--- config.mk ---
export PLATFORM = sky130hd
export DESIGN_NAME = lcd_init_ctrl
export DESIGN_NICKNAME = d
export VERILOG_FILES = /design/src/rtl/lcd_init_ctrl.sv
export SDC_FILE = /design/constraint.sdc
export NUM_CORES = 1
export LEC_CHECK = 0
export BUFFER_PORTS_ARGS = -buffer_cell sky130_fd_sc_hd__buf_2
export CAP_MARGIN = 20
export CORE_ASPECT_RATIO = 0.6
export CORE_MARGIN = 5
export CORE_UTILIZATION = 50
export CTS_CLUSTER_SIZE = 16
export DETAILED_ROUTE_END_ITERATION = 7
export MAX_ROUTING_LAYER = met4
export PLACE_DENSITY = 0.7
export REMOVE_ABC_BUFFERS = 1
export SLEW_MARGIN = 20
export SYNTH_ARGS = -nofsm -noshare
export SYNTH_HDL_FRONTEND = slang
export SYNTH_SLANG_ARGS = --single-unit
--- constraint.sdc ---
create_clock -name clk -period 5.6 [get_ports clk]
set_input_delay 0.56 -clock clk [delete_from_list [all_inputs] [get_ports clk]]
set_output_delay 0.56 -clock clk [all_outputs]
set_load 0.05 [all_outputs]
--- src/rtl/lcd_init_ctrl.sv ---
// Boot sequencer for an HD44780-style 8-bit LCD: replays a 4-word command ROM
// with E-strobe and busy-wait timing, then accepts user words over valid/ready.
module lcd_init_ctrl #(
    parameter int POWERUP_WAIT   = 750000,
    parameter int SETUP_CYCLES   = 4,
    parameter int E_PULSE_CYCLES = 25,
    parameter int CMD_WAIT       = 2000,
    parameter int CLEAR_WAIT     = 82000
) (
    input  logic       clk,
    input  logic       rst,
    output logic [2:0] rom_addr,
    input  logic [8:0] rom_q,
    input  logic       rom_rdy,
    input  logic       char_valid,
    input  logic [8:0] char_data,
    output logic       char_ready,
    output logic [7:0] lcd_data,
    output logic       lcd_rs,
    output logic       lcd_rw,
    output logic       lcd_e,
    output logic       init_done
);

    localparam int MAX_A    = (POWERUP_WAIT > SETUP_CYCLES) ? POWERUP_WAIT : SETUP_CYCLES;
    localparam int MAX_B    = (E_PULSE_CYCLES > CMD_WAIT) ? E_PULSE_CYCLES : CMD_WAIT;
    localparam int MAX_C    = (MAX_A > MAX_B) ? MAX_A : MAX_B;
    localparam int MAX_WAIT = (MAX_C > CLEAR_WAIT) ? MAX_C : CLEAR_WAIT;
    localparam int CW       = $clog2(MAX_WAIT) + 1;

    localparam logic [CW-1:0] PW_LAST  = CW'(POWERUP_WAIT - 1);
    localparam logic [CW-1:0] SU_LAST  = CW'(SETUP_CYCLES - 1);
    localparam logic [CW-1:0] EP_LAST  = CW'(E_PULSE_CYCLES - 1);
    localparam logic [CW-1:0] CMD_LAST = CW'(CMD_WAIT - 1);
    localparam logic [CW-1:0] CLR_LAST = CW'(CLEAR_WAIT - 1);
    localparam logic [CW-1:0] CNT_ONE  = CW'(1);
    localparam logic [2:0]    ROM_END  = 3'd4;

    typedef enum logic [2:0] {
        S_POWERUP,
        S_FETCH,
        S_SETUP,
        S_PULSE,
        S_WAIT,
        S_IDLE
    } state_t;

    state_t        state_q, state_d;
    logic [CW-1:0] cnt_q, cnt_d;
    logic [2:0]    rom_addr_q, rom_addr_d;
    logic [7:0]    lcd_data_q, lcd_data_d;
    logic          lcd_rs_q, lcd_rs_d;
    logic          lcd_e_q, lcd_e_d;
    logic          char_ready_q, char_ready_d;
    logic          init_done_q, init_done_d;
    logic          is_clear;
    logic [CW-1:0] wait_last;

    // Clear (0x01) and home (0x02/0x03) need the long busy wait.
    assign is_clear  = !lcd_rs_q && (lcd_data_q[7:1] == 7'd0);
    assign wait_last = is_clear ? CLR_LAST : CMD_LAST;

    always_ff @(posedge clk) begin
        if (rst) begin
            state_q      <= S_POWERUP;
            cnt_q        <= '0;
            rom_addr_q   <= '0;
            lcd_data_q   <= '0;
            lcd_rs_q     <= 1'b0;
            lcd_e_q      <= 1'b0;
            char_ready_q <= 1'b0;
            init_done_q  <= 1'b0;
        end else begin
            state_q      <= state_d;
            cnt_q        <= cnt_d;
            rom_addr_q   <= rom_addr_d;
            lcd_data_q   <= lcd_data_d;
            lcd_rs_q     <= lcd_rs_d;
            lcd_e_q      <= lcd_e_d;
            char_ready_q <= char_ready_d;
            init_done_q  <= init_done_d;
        end
    end

    always_comb begin
        state_d     = state_q;
        cnt_d       = cnt_q;
        rom_addr_d  = rom_addr_q;
        lcd_data_d  = lcd_data_q;
        lcd_rs_d    = lcd_rs_q;
        init_done_d = init_done_q;

        case (state_q)
            S_POWERUP: begin
                if (cnt_q == PW_LAST) begin
                    cnt_d   = '0;
                    state_d = S_FETCH;
                end else begin
                    cnt_d = cnt_q + CNT_ONE;
                end
            end
            S_FETCH: begin
                cnt_d = '0;
                if (rom_rdy) begin
                    state_d = S_IDLE;
                end else begin
                    lcd_rs_d   = rom_q[8];
                    lcd_data_d = rom_q[7:0];
                    state_d    = S_SETUP;
                end
            end
            S_SETUP: begin
                if (cnt_q == SU_LAST) begin
                    cnt_d   = '0;
                    state_d = S_PULSE;
                end else begin
                    cnt_d = cnt_q + CNT_ONE;
                end
            end
            S_PULSE: begin
                if (cnt_q == EP_LAST) begin
                    cnt_d   = '0;
                    state_d = S_WAIT;
                end else begin
                    cnt_d = cnt_q + CNT_ONE;
                end
            end
            S_WAIT: begin
                if (cnt_q == wait_last) begin
                    cnt_d = '0;
                    // init_done distinguishes a user write from a boot command.
                    if (init_done_q) begin
                        state_d = S_IDLE;
                    end else begin
                        if (rom_addr_q != ROM_END) begin
                            rom_addr_d = rom_addr_q + 3'd1;
                        end
                        state_d = S_FETCH;
                    end
                end else begin
                    cnt_d = cnt_q + CNT_ONE;
                end
            end
            S_IDLE: begin
                cnt_d = '0;
                if (char_valid && char_ready_q) begin
                    lcd_rs_d   = char_data[8];
                    lcd_data_d = char_data[7:0];
                    state_d    = S_SETUP;
                end
            end
            default: begin
                cnt_d   = '0;
                state_d = S_POWERUP;
            end
        endcase

        // Outputs are registered from the next state so they align with it.
        lcd_e_d      = (state_d == S_PULSE);
        char_ready_d = (state_d == S_IDLE);
        if (state_d == S_IDLE) begin
            init_done_d = 1'b1;
        end
    end

    assign rom_addr   = rom_addr_q;
    assign lcd_data   = lcd_data_q;
    assign lcd_rs     = lcd_rs_q;
    assign lcd_rw     = 1'b0;
    assign lcd_e      = lcd_e_q;
    assign char_ready = char_ready_q;
    assign init_done  = init_done_q;

endmodule

==> results <==
- After synthesis the netlist holds a flip-flop and latch count of 39.
- The final route contains 1848 vias.
- The cell accounting for the most synthesized area is sky130_fd_sc_hd__dfxtp_1.
- In this design, the largest share of critical-path delay is due to simple AND/OR/NAND/NOR gates.
- The critical path arrival is 2.63 ns.
- The Yosys step of the flow raised 0 warnings.
- The run finished with clean final reports.
- The area of the mapped netlist is 2040 um^2.
- Setup violations remaining at the end of the flow were counted as 0.
- The cell sitting at the root of the clock tree is a sky130_fd_sc_hd__clkbuf_8.
- The met3 layer wire length in the routed design is 365 um.
- After clock tree synthesis, the repair step resized 0 gates.
- 38 I/O pins were placed.
- The first global-routing pass estimated 7910 um of wire.
- The clock reaches the later pin of the worst-skew pair after 0.29 ns.
- The maximum level of the CTS H-tree is 2.
- The clock tree from TritonCTS is done.
- The clock period could shrink to 2.48 ns.
- After the flow finishes, the layout carries non-filler instances totaling 323.
- The detailed-router iteration count before antenna repair is 4.
- Setup repair after global routing left no endpoint under its margin.
- For this design, the CTS-stage hold fixing added 0 buffers.
- The number of buffers and inverters on the critical path is 0.
- The aggregate global-route resource usage is 18.7%.
- The clock sink count is 39.
- The number of failing hold endpoints at the final stage was 0.
- 0 antenna diodes ended up in the layout.
- By area the synthesized netlist is led by sky130_fd_sc_hd__dfxtp_1 (38%), sky130_fd_sc_hd__xnor2_1 (6.0%), sky130_fd_sc_hd__nor3_1 (5.9%).
- The number of antenna violations at the first check in global routing is 0.
- The final-report max-slew violation count is 0.
- The standby leakage power is 0.824 nW.
- The final setup TNS is 0 ns.
- The top cell types in the final layout, fill and taps aside, are sky130_fd_sc_hd__dfxtp_1 (39), sky130_fd_sc_hd__buf_2 (36), sky130_fd_sc_hd__nor3_1 (24).
- In this run the mean area of a mapped cell was 8.29 um^2.
- The number of global-route vias before repair is 1622.
- Relative to the synthesized area, the layout overhead comes to 11.6%.
- Measured in cells, the most critical reg-to-reg path has a length of 5.
- The floorplan step defined a die boundary enclosing 5500 um^2.
- The worst setup path startpoint is state_q[2]$_SDFF_PP0_.
- In this run the number of cells on the critical path is 5.
- The core region is 4030 um^2.
- The proportion of synthesized flip-flops having asynchronous set or reset is 0%.
- The least setup slack across all paths after layout is 3.12 ns.
- The max-cap violation count is 0.
- At the end of routability-driven placement, the weighted congestion stood at 0.913.
- The remaining number of nets flagged by the antenna check after routing is 0.
- The share of the Yosys chip area taken by registers is 38.3%.
- For this configuration, the core starts out at a cell density of 50.6%.
- For the worst setup path, the data required time is 5.75 ns.
- The worst reg2reg path startpoint is state_q[2]$_SDFF_PP0_.
- The number of library cell types mapped by synthesis is 45.
- After detailed routing, the number of vias per cell comes to 5.72.
- Detailed placement ended at an HPWL of 3500 um.
- Post-CTS timing repair inserted 0 buffers for setup.
- The highest metal layer with signal wires is met4.
- The fraction of layout cells with a size suffix above 1 is 16.8%.
- The startpoint type of the worst setup path is a flip-flop.
- The maximum number of buffers from clock root to sink is 2.
- Timing would allow up to 403 MHz.
- The die is 59.5 um tall.
- The minimum setup slack among reg-to-reg paths is 3.12 ns.
- The share of synthesized area in the top cell type comes to 38.3%.
- Hold is met by 0.506 ns.
- The synthesized netlist cell count is 246.
- After detailed routing, the total wire length is 4710 um.
- Across the VDD grid, the largest voltage drop is 0.000120 V.
- The total power divided by cell area is 214 nW/um^2.
- Wire segments on met2 add up to 1790 um in the final route.
- Summed over all layers, the global routing overflow is 0.
- On the worst path, the slowest cell contributes a delay of 0.54 ns.
- The count of input and output buffers is 36.
- After detailed placement, the design holds a cell count of 315.
- The library cell contributing the largest single delay on the critical path is sky130_fd_sc_hd__o211a_1.
- The clock slew seen by the registers of the worst setup and hold paths is 0.07 ns.
- The library cell used most frequently in the layout, excluding fill and tap cells, is sky130_fd_sc_hd__dfxtp_1.
- The setup slack at placement is 3.13 ns.
- In this run, synthesis inferred 0 flip-flops with an integrated enable.
- The wire length on met1 is 2540 um.
- In the final design database the tool counted 298 nets.
- In the final routed layout, each cell accounts on average for 14.6 um.
- The final non-filler cell area is 2270 um^2.
- Power comes to 486 uW.
- The critical path capture point is cnt_q[9]$_SDFF_PP0_.
- The fraction of the cycle the final worst path needs is 44.3%.
- For this block, the initial DRC count from the detailed router was 94.
- Traced cell by cell, the critical path runs through or4b_1 > or4_1 > o21ai_0 > o211a_1 > nor3_1.
- The class of the tightest hold or removal check is reg -> reg.
- The worst max-slew margin expressed relative to the limit is 46.8%.
- The number of buffers created by CTS is 5.
- The worst flop-to-flop path endpoint is cnt_q[9]$_SDFF_PP0_.
- The utilization after layout is 56.4%.
- The DRC violations left is 0.
- The critical path is of the reg -> reg type.
- The placed standard-cell area is 2190 um^2.
- The critical-path maximum fanout is 20.
- The worst setup path is captured at a flip-flop.
- For the final database, setup skew stands at 0.00687 ns.
- Entering global routing, the biggest net connects 22 pins.
- In the synthesized netlist the dominant register cell turns out to be sky130_fd_sc_hd__dfxtp_1.
- Measured along the x axis, the die boundary spans 92.4 um.
- For the pin with the worst max-slew slack, the measured transition is 0.796 ns.
- The floorplan has 18 rows.
## cell type report
cell class	count	area [um^2]
Fill cell	382	1760
Multi-Input combinational cell	177	1120
Sequential cell	39	781
Timing Repair Buffer	36	180
Clock buffer	7	76.3
Tap cell	50	62.6
Inverter	13	48.8
Clock inverter	1	5.00
## synth_stat cells, types with 2 or more instances
master and number:
sky130_fd_sc_hd__dfxtp_1 39, sky130_fd_sc_hd__nor3_1 24, sky130_fd_sc_hd__nor2_1 23, sky130_fd_sc_hd__nand3_1 19
sky130_fd_sc_hd__nand2_1 16, sky130_fd_sc_hd__xnor2_1 14, sky130_fd_sc_hd__inv_1 13, sky130_fd_sc_hd__a311oi_1 9
sky130_fd_sc_hd__clkbuf_1 9, sky130_fd_sc_hd__a21oi_1 8, sky130_fd_sc_hd__nand4_1 8, sky130_fd_sc_hd__nor4_1 6
sky130_fd_sc_hd__or4_1 6, sky130_fd_sc_hd__xor2_1 5, sky130_fd_sc_hd__buf_2 4, sky130_fd_sc_hd__ha_1 4
sky130_fd_sc_hd__and2_1 3, sky130_fd_sc_hd__o21ai_0 3, sky130_fd_sc_hd__a2111o_1 2, sky130_fd_sc_hd__and3_1 2
sky130_fd_sc_hd__buf_6 2, sky130_fd_sc_hd__nor2b_1 2, sky130_fd_sc_hd__o22ai_1 2, sky130_fd_sc_hd__o41ai_1 2
## layer usage
metal | GRT usage (%) | vias to the layer above
li1 | - | 940
met1 | 29.1 | 841
met2 | 22.9 | 65
met3 | 5.20 | 2
met4 | 3.81 | 0
met5 | - | -
## kinds of logic after synthesis
| family | Yosys count | synth area share, % |
|---|---|---|
| and+or+nand+nor | 118 | 30.0 |
| adders and majority gates | 4 | 2.46 |
| AOI/OAI and AO/OA | 34 | 13.8 |
| muxes | 1 | 0.491 |
| DFF | 39 | 38.3 |
| buffers and inverters | 30 | 6.69 |
| other | 1 | 0.184 |
| xor gates and xnor gates | 19 | 8.16 |
## flip-flops by register name, summed over array words and instances, names as in the netlist
name and count:
lcd_rs 1, char_ready 1, init_done 1, state_q 3, lcd_e 1, lcd_data 8, rom_addr 3, cnt_q 21
## worst register-to-register path, stage by stage, from the launching register on
cell and delay (ns):
sky130_fd_sc_hd__dfxtp_1 0.51, sky130_fd_sc_hd__or4b_1 0.53, sky130_fd_sc_hd__or4_1 0.45, sky130_fd_sc_hd__o21ai_0 0.20
sky130_fd_sc_hd__o211a_1 0.54, sky130_fd_sc_hd__nor3_1 0.12
## how the worst min path moves through the flow
stage                             start                       end  slack, ns  cells past startpoint
3_3_place_gp   lcd_data[0]$_SDFFE_PP0P_  lcd_data[0]$_SDFFE_PP0P_       0.48                      2
5_1_grt        lcd_data[0]$_SDFFE_PP0P_  lcd_data[0]$_SDFFE_PP0P_       0.52                      2
2_1_floorplan      cnt_q[15]$_SDFF_PP0_      cnt_q[15]$_SDFF_PP0_       0.48                      2
6_report       lcd_data[0]$_SDFFE_PP0P_  lcd_data[0]$_SDFFE_PP0P_       0.51                      2
3_5_place_dp   lcd_data[0]$_SDFFE_PP0P_  lcd_data[0]$_SDFFE_PP0P_       0.50                      2
4_1_cts        lcd_data[0]$_SDFFE_PP0P_  lcd_data[0]$_SDFFE_PP0P_       0.51                      2
## power by group
part           switching [mW]  internal [mW]  total, mW  leakage [nW]
sequential            0.00297          0.279      0.282         0.315
clock                  0.0944         0.0875      0.182        0.0422
combinational          0.0127        0.00955     0.0222         0.467
Note: power is estimated with default switching activity, not from simulation.
